===== src/rtl/monster_catch_ctrl.sv =====
// Per-frame catch arbiter: once per frame it checks whether the monster overlaps
// pacman, takes a life on a catch, freezes play for a fixed number of frames,
// then pulses respawn so the movers return to their start position.
module monster_catch_ctrl #(
  parameter int OBJECT_SIZE   = 32,
  parameter int CATCH_MARGIN  = 8,
  parameter int INITIAL_LIVES = 3,
  parameter int FREEZE_FRAMES = 60
) (
  input  logic              clk,
  input  logic              resetN,
  input  logic              startOfFrame,
  input  logic              playGame,
  input  logic signed [10:0] monsterTopLeftX,
  input  logic signed [10:0] monsterTopLeftY,
  input  logic [10:0]       pacmanLocationX,
  input  logic [10:0]       pacmanLocationY,
  output logic              playEnable,
  output logic              freeze,
  output logic              respawn,
  output logic              caught,
  output logic [2:0]        lives,
  output logic              gameOver
);

  localparam logic [11:0] T      = 12'(OBJECT_SIZE - CATCH_MARGIN);
  localparam logic [2:0]  LIVES0 = 3'(INITIAL_LIVES);
  localparam logic [7:0]  FRZ0   = 8'(FREEZE_FRAMES);

  typedef enum logic [2:0] {
    IDLE, RUN, CAUGHT, FREEZE, RESPAWN, OVER
  } state_t;

  state_t            state, state_nxt;
  logic [2:0]        lives_q;
  logic [7:0]        cnt_q;
  logic signed [11:0] dx, dy;
  logic [11:0]       adx, ady;
  logic              overlap;

  // Overlap test in 12-bit signed: monster may sit partly off-screen (negative),
  // pacman is always on-screen (unsigned), so sign- vs zero-extend.
  always_comb begin
    dx      = {monsterTopLeftX[10], monsterTopLeftX} - $signed({1'b0, pacmanLocationX});
    dy      = {monsterTopLeftY[10], monsterTopLeftY} - $signed({1'b0, pacmanLocationY});
    adx     = dx[11] ? 12'(-dx) : 12'(dx);
    ady     = dy[11] ? 12'(-dy) : 12'(dy);
    overlap = (adx < T) && (ady < T);
  end

  // State register.
  always_ff @(posedge clk or negedge resetN) begin
    if (!resetN) state <= IDLE;
    else         state <= state_nxt;
  end

  // Next-state logic; dropping playGame wins over everything, including a catch.
  always_comb begin
    state_nxt = state;
    case (state)
      IDLE:    if (playGame) state_nxt = RUN;
      RUN:     if (startOfFrame && overlap) state_nxt = CAUGHT;
      CAUGHT:  state_nxt = (lives_q <= 3'd1) ? OVER : FREEZE;
      FREEZE:  if (startOfFrame && cnt_q == 8'd1) state_nxt = RESPAWN;
      RESPAWN: state_nxt = RUN;
      OVER:    state_nxt = OVER;
      default: state_nxt = IDLE;
    endcase
    if (!playGame) state_nxt = IDLE;
  end

  // Lives and freeze-frame counter. Reload happens on the same edge that enters
  // IDLE so lives are already restored in the first IDLE cycle.
  always_ff @(posedge clk or negedge resetN) begin
    if (!resetN) begin
      lives_q <= LIVES0;
      cnt_q   <= 8'd0;
    end else if (!playGame || state == IDLE) begin
      lives_q <= LIVES0;
      cnt_q   <= 8'd0;
    end else begin
      case (state)
        CAUGHT: begin
          if (lives_q != 3'd0) lives_q <= lives_q - 3'd1;
          if (lives_q > 3'd1)  cnt_q   <= FRZ0;
        end
        FREEZE: if (startOfFrame && cnt_q != 8'd0) cnt_q <= cnt_q - 8'd1;
        default: ;
      endcase
    end
  end

  // Moore output decode.
  always_comb begin
    playEnable = (state == RUN);
    caught     = (state == CAUGHT);
    respawn    = (state == RESPAWN);
    gameOver   = (state == OVER);
    freeze     = (state == FREEZE) || (state == RESPAWN) || (state == OVER);
    lives      = lives_q;
  end

endmodule


===== config.mk =====
export PLATFORM = sky130hd
export DESIGN_NAME = monster_catch_ctrl
export DESIGN_NICKNAME = d
export VERILOG_FILES = /design/src/rtl/monster_catch_ctrl.sv
export SDC_FILE = /design/constraint.sdc
export NUM_CORES = 1
export LEC_CHECK = 0
export BUFFER_PORTS_ARGS = -buffer_cell sky130_fd_sc_hd__buf_4
export CORE_MARGIN = 2
export CORE_UTILIZATION = 30
export CTS_CLUSTER_DIAMETER = 30
export CTS_CLUSTER_SIZE = 10
export DETAILED_ROUTE_END_ITERATION = 6
export MAX_ROUTING_LAYER = met4
export PLACE_DENSITY = 0.61
export SYNTH_ARGS = -nofsm -noshare
export SYNTH_HDL_FRONTEND = slang
export SYNTH_SLANG_ARGS = --single-unit

===== constraint.sdc =====
create_clock -name clk -period 2.45 [get_ports clk]
set_input_delay 0.3675 -clock clk [delete_from_list [all_inputs] [get_ports clk]]
set_output_delay 0.3675 -clock clk [all_outputs]
set_load 0.05 [all_outputs]

==> results by group, run 1 <==
Timing
  – Crit path time final: roughly 2.8 ns
  – Number of max-slew violations in the final report: 0
  – Unrepaired setup endpoints after global routing: true
  – Final hold viol count: 0
  – Relative slew slack: 0.563
  – Worst-Margin Slew: 0.650 ns
  – Period Utilization, post-route: 1.13
  – Fmax: about 360 MHz
  – Final Worst Setup Slack: -0.313 ns
  – Final setup viols: 2
  – Worst clock skew: about 0.0046 ns

Placed design
  – Post-DP Area: 0.00350 mm²
  – Final GP Congestion: 0.834
  – Half-perimeter wire length after placement: slightly above 5000 µm
  – Post-place setup slack: -0.670 ns
  – Placed insts: ~540
  – I/O Buffers: 55

Global route
  – First-pass GRT wire length: ~11000 µm
  – Grt total ovfl: 0
  – Largest net degree at the start of global routing: 15
  – Number of global-route vias before repair: 2536
  – GRT Util Overall: 0.144
  – Initial antenna violation count: 0

Power
  – Peak supply drop: approximately 0.18 mV
  – Power density over the cells: around 330 mW/mm²
  – Leak: roughly 1.8 nW

Final layout
  – Post-synthesis to final-layout area growth: 50.7%
  – Nets: just over 500
  – Final Instance Area: ~0.0036 mm²
  – Fin util: 0.469
  – Total inserted antenna cells: 0
  – Fin cells: 542
  – Layout cells sized above 1: 0.377

Critical path
  – CP max stage cell: or4b_4
  – WS Path Type: in2reg
  – Critical Path Max Stage Delay: 0.53 ns
  – Crit Reg-Reg Endpoint: state[0]
  – CP Launch Type: primary input
  – Max FO, Critical Path: 6
  – Worst-case reg-to-reg path depth: 7
  – R2R Setup Slk: between 0.15 and 0.2 ns
  – CP required: between 2 and 3 ns
  – Buffer and inverter count on the worst path: 2
  – Arrival time at the worst endpoint: 2.90 ns
  – Crit-path cells: buf_4 -> inv_1 -> ha_4 -> a21o_1 -> a31o_2 -> nor4_1 -> nor4b_4 -> nor4_2 -> o211a_1 -> o22ai_1 -> or4b_4 -> and3_1
  – Delay-heaviest family, CP: simple AND/OR/NAND/NOR gates
  – Critical path capture point type: flop
  – R2r startpoint: state[1]

Clocking
  – Clk slew on worst S/H paths: 0.06 ns
  – TritonCTS Buffers: 3
  – Clk sink count: 14
  – TritonCTS clock tree: yes
  – Clk root buf: clkbuf_8
  – Worst skew pair latency: 0.25 ns
  – Htree depth: 1
  – Clock tree buffer depth: 2

Logic synthesis
  – Post-Synthesis Cells: between 300 and 400
  – Syn_area_per_cell: around 7.4 µm²
  – EDFF count, synth: 0
  – Top cell type's share of synthesized area: 0.134
  – Largest cells by area after synthesis: ha_1 13%, dfrtp_1 12%, inv_1 6.2%
  – Synth warn: 0
  – Post-synthesis cell type count: 64
  – Post-synth top cells: 40 x inv_1, 27 x nor2_1, 26 x ha_1
  – Post-synth ARST share: 1.00
  – Most numerous cell in the Yosys netlist: inv_1
  – Synth Register Bits: 14
  – Area leader, netlist: ha_1
  – Synthesized net count: 402
  – Syn Std Cell Area: between 0.002 and 0.0025 mm²
  – Post-synth top flop: dfrtp_1
  – Sequential share of the synthesized area: 0.146

Die
  – Die height: 93.8 µm
  – Starting Density: 0.312
  – CORE AREA: about 0.0078 mm²
  – Num ports: 56
  – Rows: 32
  – Die Wd: around 94 µm
  – Die area: around 0.009 mm²

Min path
  – Hold path endpoint: state[2]
  – Hold path depth: 2
  – Hold path start: playGame
  – Min-delay worst type: in2reg

Drt
  – Routed WL: ~6200 µm
  – Drt via density: slightly above 5
  – Vias: roughly 2.7k
  – Drt pass-1 iters: 4
  – DRT iter0 DRCs: 48
  – Wirelength per Cell: between 10 and 15 µm
  – DRC viols: 0
  – DRT antenna net count: 0

Outcome
  – Outcome: finished, violations left
  – Failing checks: negative setup slack

Flow run
  – Max Cap Viol: 0
[cells in the final DEF, fill, tap and decap left out, types with 6 or more instances in the layout]
cell / count
nor2_1: 27
ha_1: 21
xnor2_1: 11
o21ai_0: 10
nor4_1: 6
a21oi_1: 15
buf_4: 114
inv_1: 38
dfrtp_1: 12
o21ai_1: 6
nor3_1: 9
nand2_1: 23
nand3_1: 13
[cell families after synthesis]
logic type | synth area share
AO/OA/AOI/OAI | 0.298
buffers and inverters | 0.0729
multiplexers | 0.00827
flip-flops | 0.146
AND/OR/NAND/NOR | 0.274
XOR/XNOR | 0.0507
adder cells (fa/ha/maj) | 0.151
[registers in the layout, indices dropped and copies added (netlist names)]
name   cells
cnt_q      8
lives      3
state      3
[how the worst max path moves through the flow]
stage | startpoint | endpoint | slack [ns] | depth (start not counted)
final | pacmanLocationX[4] | state[0] | -0.31 | 12
after CTS | pacmanLocationX[1] | state[0] | -0.33 | 12
after global routing | monsterTopLeftY[0] | state[0] | -0.44 | 13
after detailed placement | pacmanLocationX[1] | state[0] | -0.67 | 12
after floorplan | pacmanLocationX[1] | state[0] | -0.34 | 11
after global placement | monsterTopLeftY[0] | state[0] | -0.62 | 12
[area by class of cell]
type | instances | area [µm²]
repair buffers | 116 | 886
fillers | 799 | 4120
well taps | 102 | 128
multi-input cells | 266 | 2070
clock buffers | 4 | 45.0
inverters | 40 | 163
flip-flops and latches | 14 | 353
[where the power goes]
group	switching (mW)	internal [mW]	total [mW]
sequential	0.00775	0.239	0.247
clock	0.0861	0.115	0.201
combinational	0.351	0.389	0.741
total	0.445	0.744	1.19
[per-layer routing]
metal,GRT usage,share of wire
met1,0.190,0.49
met2,0.243,0.47
met3,0.00722,0.026
met4,0.0314,0.011
met5,-,0
[through the flow]
stage | TNS (ns) | hold WS, ns | power, mW
2_1_floorplan | -0.634 | 0.0719 | 0.691
3_3_place_gp | -1.21 | 0.226 | 0.950
3_5_place_dp | -1.29 | 0.229 | 0.962
4_1_cts | -0.589 | 0.379 | 1.18
5_1_grt | -0.807 | 0.401 | 1.29
6_report | -0.542 | 0.398 | 1.19
[timing repair]
action	CTS	global route
gates resized for setup	10	9
pin swaps	4	2
setup buffers	0	1
cloned	0	0
hold buffers	1	0
setup endpoints to repair	2	2
hold endpoints to repair	12	0
Note: power is estimated with default switching activity, not from simulation.
==> run 2: changes to the inputs <==
PLACE_DENSITY = 0.55   (was 0.61)
==> run 2 against run 1 <==
Against the previous run: the flow still finishes with violations (negative setup slack); utilization increased by 0.53 points; via count decreased by 0.26%; final cell count increased by 0.37%; clock power decreased by 2%; fmax decreased by 0.88%; first-iteration DRC count increased by 98%; power increased by 1.5%; sequential cell count unchanged; die area unchanged; critical path type unchanged; largest cell class unchanged; highest routed layer unchanged.
==> results by group, run 2 (synthesis gave the netlist of run 1 again) <==
Placed design
  – Half-perimeter wire length after placement: between 5000 and 6000 µm
  – Post-place setup slack: -0.732 ns
  – I/O Buffers: 55
  – Post-DP Area: about 0.0035 mm²
  – Final GP Congestion: about 0.86
  – Placed insts: approximately 540

Drt
  – Routed WL: 6360 µm
  – Drt pass-1 iters: 4
  – Drt via density: between 5 and 6
  – DRT iter0 DRCs: 95
  – DRT antenna net count: 0
  – Vias: about 2.7k
  – Wirelength per Cell: 11.7 µm
  – DRC viols: 0

Power
  – Peak supply drop: roughly 0.17 mV
  – Leak: around 1.8 nW
  – Power density over the cells: 327 mW/mm²
  – Total power: 1.21 mW

Critical path
  – CP max stage cell: or4b_4
  – Crit-path cells: buf_4 -> inv_1 -> ha_1 -> fa_2 -> nand2b_4 -> a21oi_4 -> o211a_1 -> o211ai_1 -> or2_2 -> o22ai_1 -> o2111ai_1 -> or4b_4 -> and3_1
  – Delay-heaviest family, CP: simple AND/OR/NAND/NOR gates
  – Critical Path Max Stage Delay: ~0.51 ns
  – R2R Setup Slk: about 0.14 ns
  – Max FO, Critical Path: 4
  – Critical path capture point type: flop
  – Arrival time at the worst endpoint: approximately 3 ns
  – WS Path Type: in2reg
  – CP required: 2.59 ns
  – CP Launch Type: primary input
  – Buffer and inverter count on the worst path: 2

Global route
  – Initial antenna violation count: 0
  – First-pass GRT wire length: 11100 µm
  – Largest net degree at the start of global routing: 15
  – Grt total ovfl: 0
  – Number of global-route vias before repair: ~2.6k
  – GRT Util Overall: 0.150

Clocking
  – Htree depth: 1
  – Clock tree buffer depth: 2
  – Clk root buf: clkbuf_8
  – Worst skew pair latency: approximately 0.24 ns
  – Clk slew on worst S/H paths: about 0.06 ns
  – Clk sink count: 14
  – TritonCTS Buffers: 3
  – TritonCTS clock tree: yes

Final layout
  – Most flops, register: cnt_q
  – Layout cells sized above 1: 0.391
  – Storage cell area: around 350 µm²
  – Fin util: 0.475
  – Most frequent cells in the layout: 116 x buf_4, 37 x inv_1, 27 x nor2_1
  – Commonest non-fill, non-tap cell in the layout: buf_4
  – Area occupied by multi-input gates: 0.00210 mm²
  – Nets: 519
  – Final Instance Area: roughly 0.0037 mm²
  – Post-synthesis to final-layout area growth: 52.4%
  – Fin cells: 544
  – Total inserted antenna cells: 0
  – Fillcell total: just under 800
  – Max reg flops: 8

Timing
  – Fmax: 359 MHz
  – Final setup viols: 2
  – Setup TNS: -0.624 ns
  – Number of max-slew violations in the final report: 0
  – Period Utilization, post-route: 1.14
  – Final Worst Setup Slack: -0.337 ns
  – Relative slew slack: 0.534
  – Final hold viol count: 0
  – Hold_ws: 0.391 ns
  – Unrepaired setup endpoints after global routing: true
  – Worst clock skew: about 0.0039 ns
  – Crit path time final: about 2.8 ns
  – Worst-Margin Slew: slightly below 0.7 ns

Outcome
  – Outcome: finished, violations left
  – Failing checks: negative setup slack

Die
  – Die area: about 0.0088 mm²
  – Rows: 32
  – Num ports: 56
  – Die height: approximately 94 µm
  – CORE AREA: between 0.007 and 0.008 mm²
  – Starting Density: 0.312
  – Die Wd: 93.8 µm

Min path
  – Min-delay worst type: in2reg

Flow run
  – Max Cap Viol: 0
[run 2: repair_timing]
item                       in CTS  in global routing
hold endpoints to repair       12                  0
setup buffers                   0                  0
hold buffers                    1                  0
resized for setup               8                 15
setup endpoints to repair       2                  2
pin swaps                       4                  7
[run 2: power by group]
group          leakage, nW  total, mW  internal [mW]  switching, mW
clock               0.0228      0.196          0.115         0.0806
sequential           0.180      0.248          0.239        0.00902
combinational         1.59      0.763          0.402          0.361
total                 1.79       1.21          0.756          0.451
[run 2: per-layer routing]
| metal | wire length [µm] | track usage | vias up |
|---|---|---|---|
| li1 | - | - | 1436 |
| met1 | 3050 | 0.199 | 1242 |
| met2 | 3110 | 0.260 | 46 |
| met3 | 188 | 0.0112 | 4 |
| met4 | 20 | 0.0145 | 0 |
| met5 | 0 | - | - |
[run 2: cell type report]
type                            count  area share
Clock buffer                        4      0.0122
Inverter                           40      0.0441
Multi-Input combinational cell    266       0.569
Sequential cell                    14      0.0957
Tap cell                          102      0.0346
Timing Repair Buffer              118       0.244
[run 2: final timing paths]
check,from,to,depth (start not counted)
worst max-delay path,monsterTopLeftY[0],state[0],13
worst min-delay path,playGame,state[2],2
worst max register to register,state[0],state[0],8
worst min register to register,cnt_q[3],cnt_q[3],1
max in group asynchronous,resetN,lives[1],2
min in group asynchronous,resetN,lives[2],2
==> run 3: changes to the inputs <==
CORE_ASPECT_RATIO = 0.8   (was not set)
==> run 3 against run 2 <==
Against the previous run: the flow still finishes with violations (negative setup slack); first-iteration DRC count down 9.5%; count of clock-buffer cells in the layout unchanged; critical path depth down 1; global-route usage down 0.29 points; sequential power about the same; via count up 0.11%; register-to-register slack better by 0.04 ns; setup slack better by 0.0081 ns; power up 4.5%; sequential cell count unchanged; largest power group unchanged; highest routed layer is now met3.
==> results by group, run 3 (synthesis gave the netlist of run 1 again) <==
Critical path
  – Arrival time at the worst endpoint: slightly below 3 ns
  – CP max stage cell: or4b_4
  – CP Launch Type: primary input
  – WS Path Type: in2reg
  – R2r startpoint: state[0]
  – Max FO, Critical Path: 5
  – Crit-path cells: buf_12 -> inv_12 -> ha_4 -> and2b_2 -> o2111a_2 -> or3_4 -> a22oi_4 -> nand4_1 -> a211oi_2 -> o22ai_1 -> or4b_4 -> and3_1
  – R2R Setup Slk: between 0.15 and 0.2 ns
  – Critical path capture point type: flop
  – Worst-case reg-to-reg path depth: 8
  – Crit Reg-Reg Endpoint: state[0]
  – CP required: between 2 and 3 ns
  – Critical Path Max Stage Delay: about 0.53 ns
  – Crit path launch: pacmanLocationX[1]

Final layout
  – Commonest non-fill, non-tap cell in the layout: buf_4
  – Total inserted antenna cells: 0
  – Most frequent cells in the layout: 105 x buf_4, 36 x inv_1, 27 x nor2_1
  – Fillcell total: approximately 800
  – Nets: around 520
  – Fin util: 0.480
  – Layout cells sized above 1: 0.405
  – Most flops, register: cnt_q
  – Max reg flops: 8
  – Post-synthesis to final-layout area growth: 56.0%
  – Area occupied by multi-input gates: between 0.002 and 0.0025 mm²
  – Storage cell area: 353 µm²

Die
  – Die Wd: roughly 100 µm
  – Rows: 29
  – Die area: between 0.008 and 0.009 mm²
  – Die height: roughly 84 µm
  – Starting Density: 0.307
  – Num ports: between 50 and 60
  – CORE AREA: between 0.007 and 0.008 mm²

Power
  – Peak supply drop: between 0.1 and 0.15 mV
  – Leak: 1.79 nW
  – Power density over the cells: roughly 330 mW/mm²

Placed design
  – I/O Buffers: 55
  – Half-perimeter wire length after placement: 5260 µm
  – Final GP Congestion: ~0.82

Outcome
  – Outcome: finished, violations left
  – Failing checks: negative setup slack

Timing
  – Number of max-slew violations in the final report: 0
  – Worst-Margin Slew: about 0.75 ns
  – Unrepaired setup endpoints after global routing: true
  – Final hold viol count: 0
  – Final Worst Setup Slack: -0.329 ns
  – Crit path time final: between 2 and 3 ns
  – Hold_ws: ~0.4 ns
  – Worst clock skew: 0.00117 ns
  – Period Utilization, post-route: 1.13
  – Relative slew slack: 0.497
  – Final setup viols: 2
  – Fmax: roughly 360 MHz

Drt
  – Routed WL: between 6000 and 7000 µm
  – DRT antenna net count: 0
  – Drt pass-1 iters: 4
  – DRT iter0 DRCs: 86
  – DRC viols: 0
  – Wirelength per Cell: 11.8 µm
  – Vias: around 2.7k
  – Drt via density: approximately 5

Global route
  – Number of global-route vias before repair: 2556
  – Initial antenna violation count: 0
  – Largest net degree at the start of global routing: 15
  – GRT Util Overall: 0.147
  – Grt total ovfl: 0
  – First-pass GRT wire length: approximately 11000 µm

Clocking
  – Clock tree buffer depth: 2
  – Worst skew pair latency: 0.25 ns
  – Clk sink count: 14
  – Clk slew on worst S/H paths: around 0.060 ns
  – TritonCTS Buffers: 3
  – TritonCTS clock tree: yes
  – Clk root buf: clkbuf_8
  – Htree depth: 1

Flow run
  – Max Cap Viol: 0

Min path
  – Hold path endpoint: state[2]
  – Min-delay worst type: in2reg
  – Hold path start: playGame
  – Hold path depth: 2
[run 3: changes by cell type in the layout (fill, tap and decap cells not counted), moves of 3 or more]
cell | before | now
o21ai_1 | 4 | 7
ha_1 | 21 | 18
buf_4 | 116 | 105
buf_6 | 0 | 8
[run 3: metrics by stage]
step | TNS (ns) | std cells | total power [mW] | worst slack (ns) | cell area (µm²)
2_1_floorplan | -0.634 | 326 | 0.691 | -0.344 | 2550
3_3_place_gp | -1.29 | 537 | 0.946 | -0.668 | 3470
3_5_place_dp | -1.32 | 537 | 0.959 | -0.680 | 3470
4_1_cts | -0.572 | 547 | 1.23 | -0.312 | 3670
5_1_grt | -0.722 | 547 | 1.36 | -0.391 | 3780
6_report | -0.600 | 547 | 1.26 | -0.329 | 3780
[run 3: area by class of cell]
| type | count | area share |
|---|---|---|
| Timing Repair Buffer | 115 | 0.241 |
| Sequential cell | 14 | 0.0934 |
| Tap cell | 108 | 0.0358 |
| Multi-Input combinational cell | 266 | 0.571 |
| Inverter | 40 | 0.0444 |
| Clock buffer | 4 | 0.0146 |
[run 3: how the worst max path moves through the flow]
stage / to / slack (ns) / cells past startpoint
after floorplan: state[0] / -0.34 / 11
after global placement: state[0] / -0.67 / 12
after detailed placement: state[0] / -0.68 / 12
after CTS: state[0] / -0.31 / 12
after global routing: state[0] / -0.39 / 11
final: state[0] / -0.33 / 12
[run 3: power breakdown]
part	internal [mW]	leakage, nW	switching [mW]	total, mW
clock network	0.142	0.0288	0.0828	0.225
logic	0.413	1.58	0.375	0.788
registers	0.239	0.180	0.00857	0.248
total	0.794	1.79	0.467	1.26
[run 3: repair_timing]
item	CTS	global route
pin swaps	10	18
hold buffers	1	0
gates resized for setup	19	28
endpoints found under the setup margin	2	2
hold endpoints to repair	12	0
setup buffers	5	0
[run 3: critical path: cells and delay by family]
family,cells,cell delay (ns)
buffers and inverters,2,0.15
adder cells (fa/ha/maj),1,0.18
AND/OR/NAND/NOR,5,1.40
AO/OA/AOI/OAI,4,0.82
[run 3: layer usage]
layer | vias up | part of all wire | track usage
met2 | 48 | 0.46 | 0.241
li1 | 1423 | - | -
met5 | - | 0 | -
met3 | 0 | 0.031 | 0.0148
met4 | 0 | 0 | 0.0160
met1 | 1260 | 0.51 | 0.202
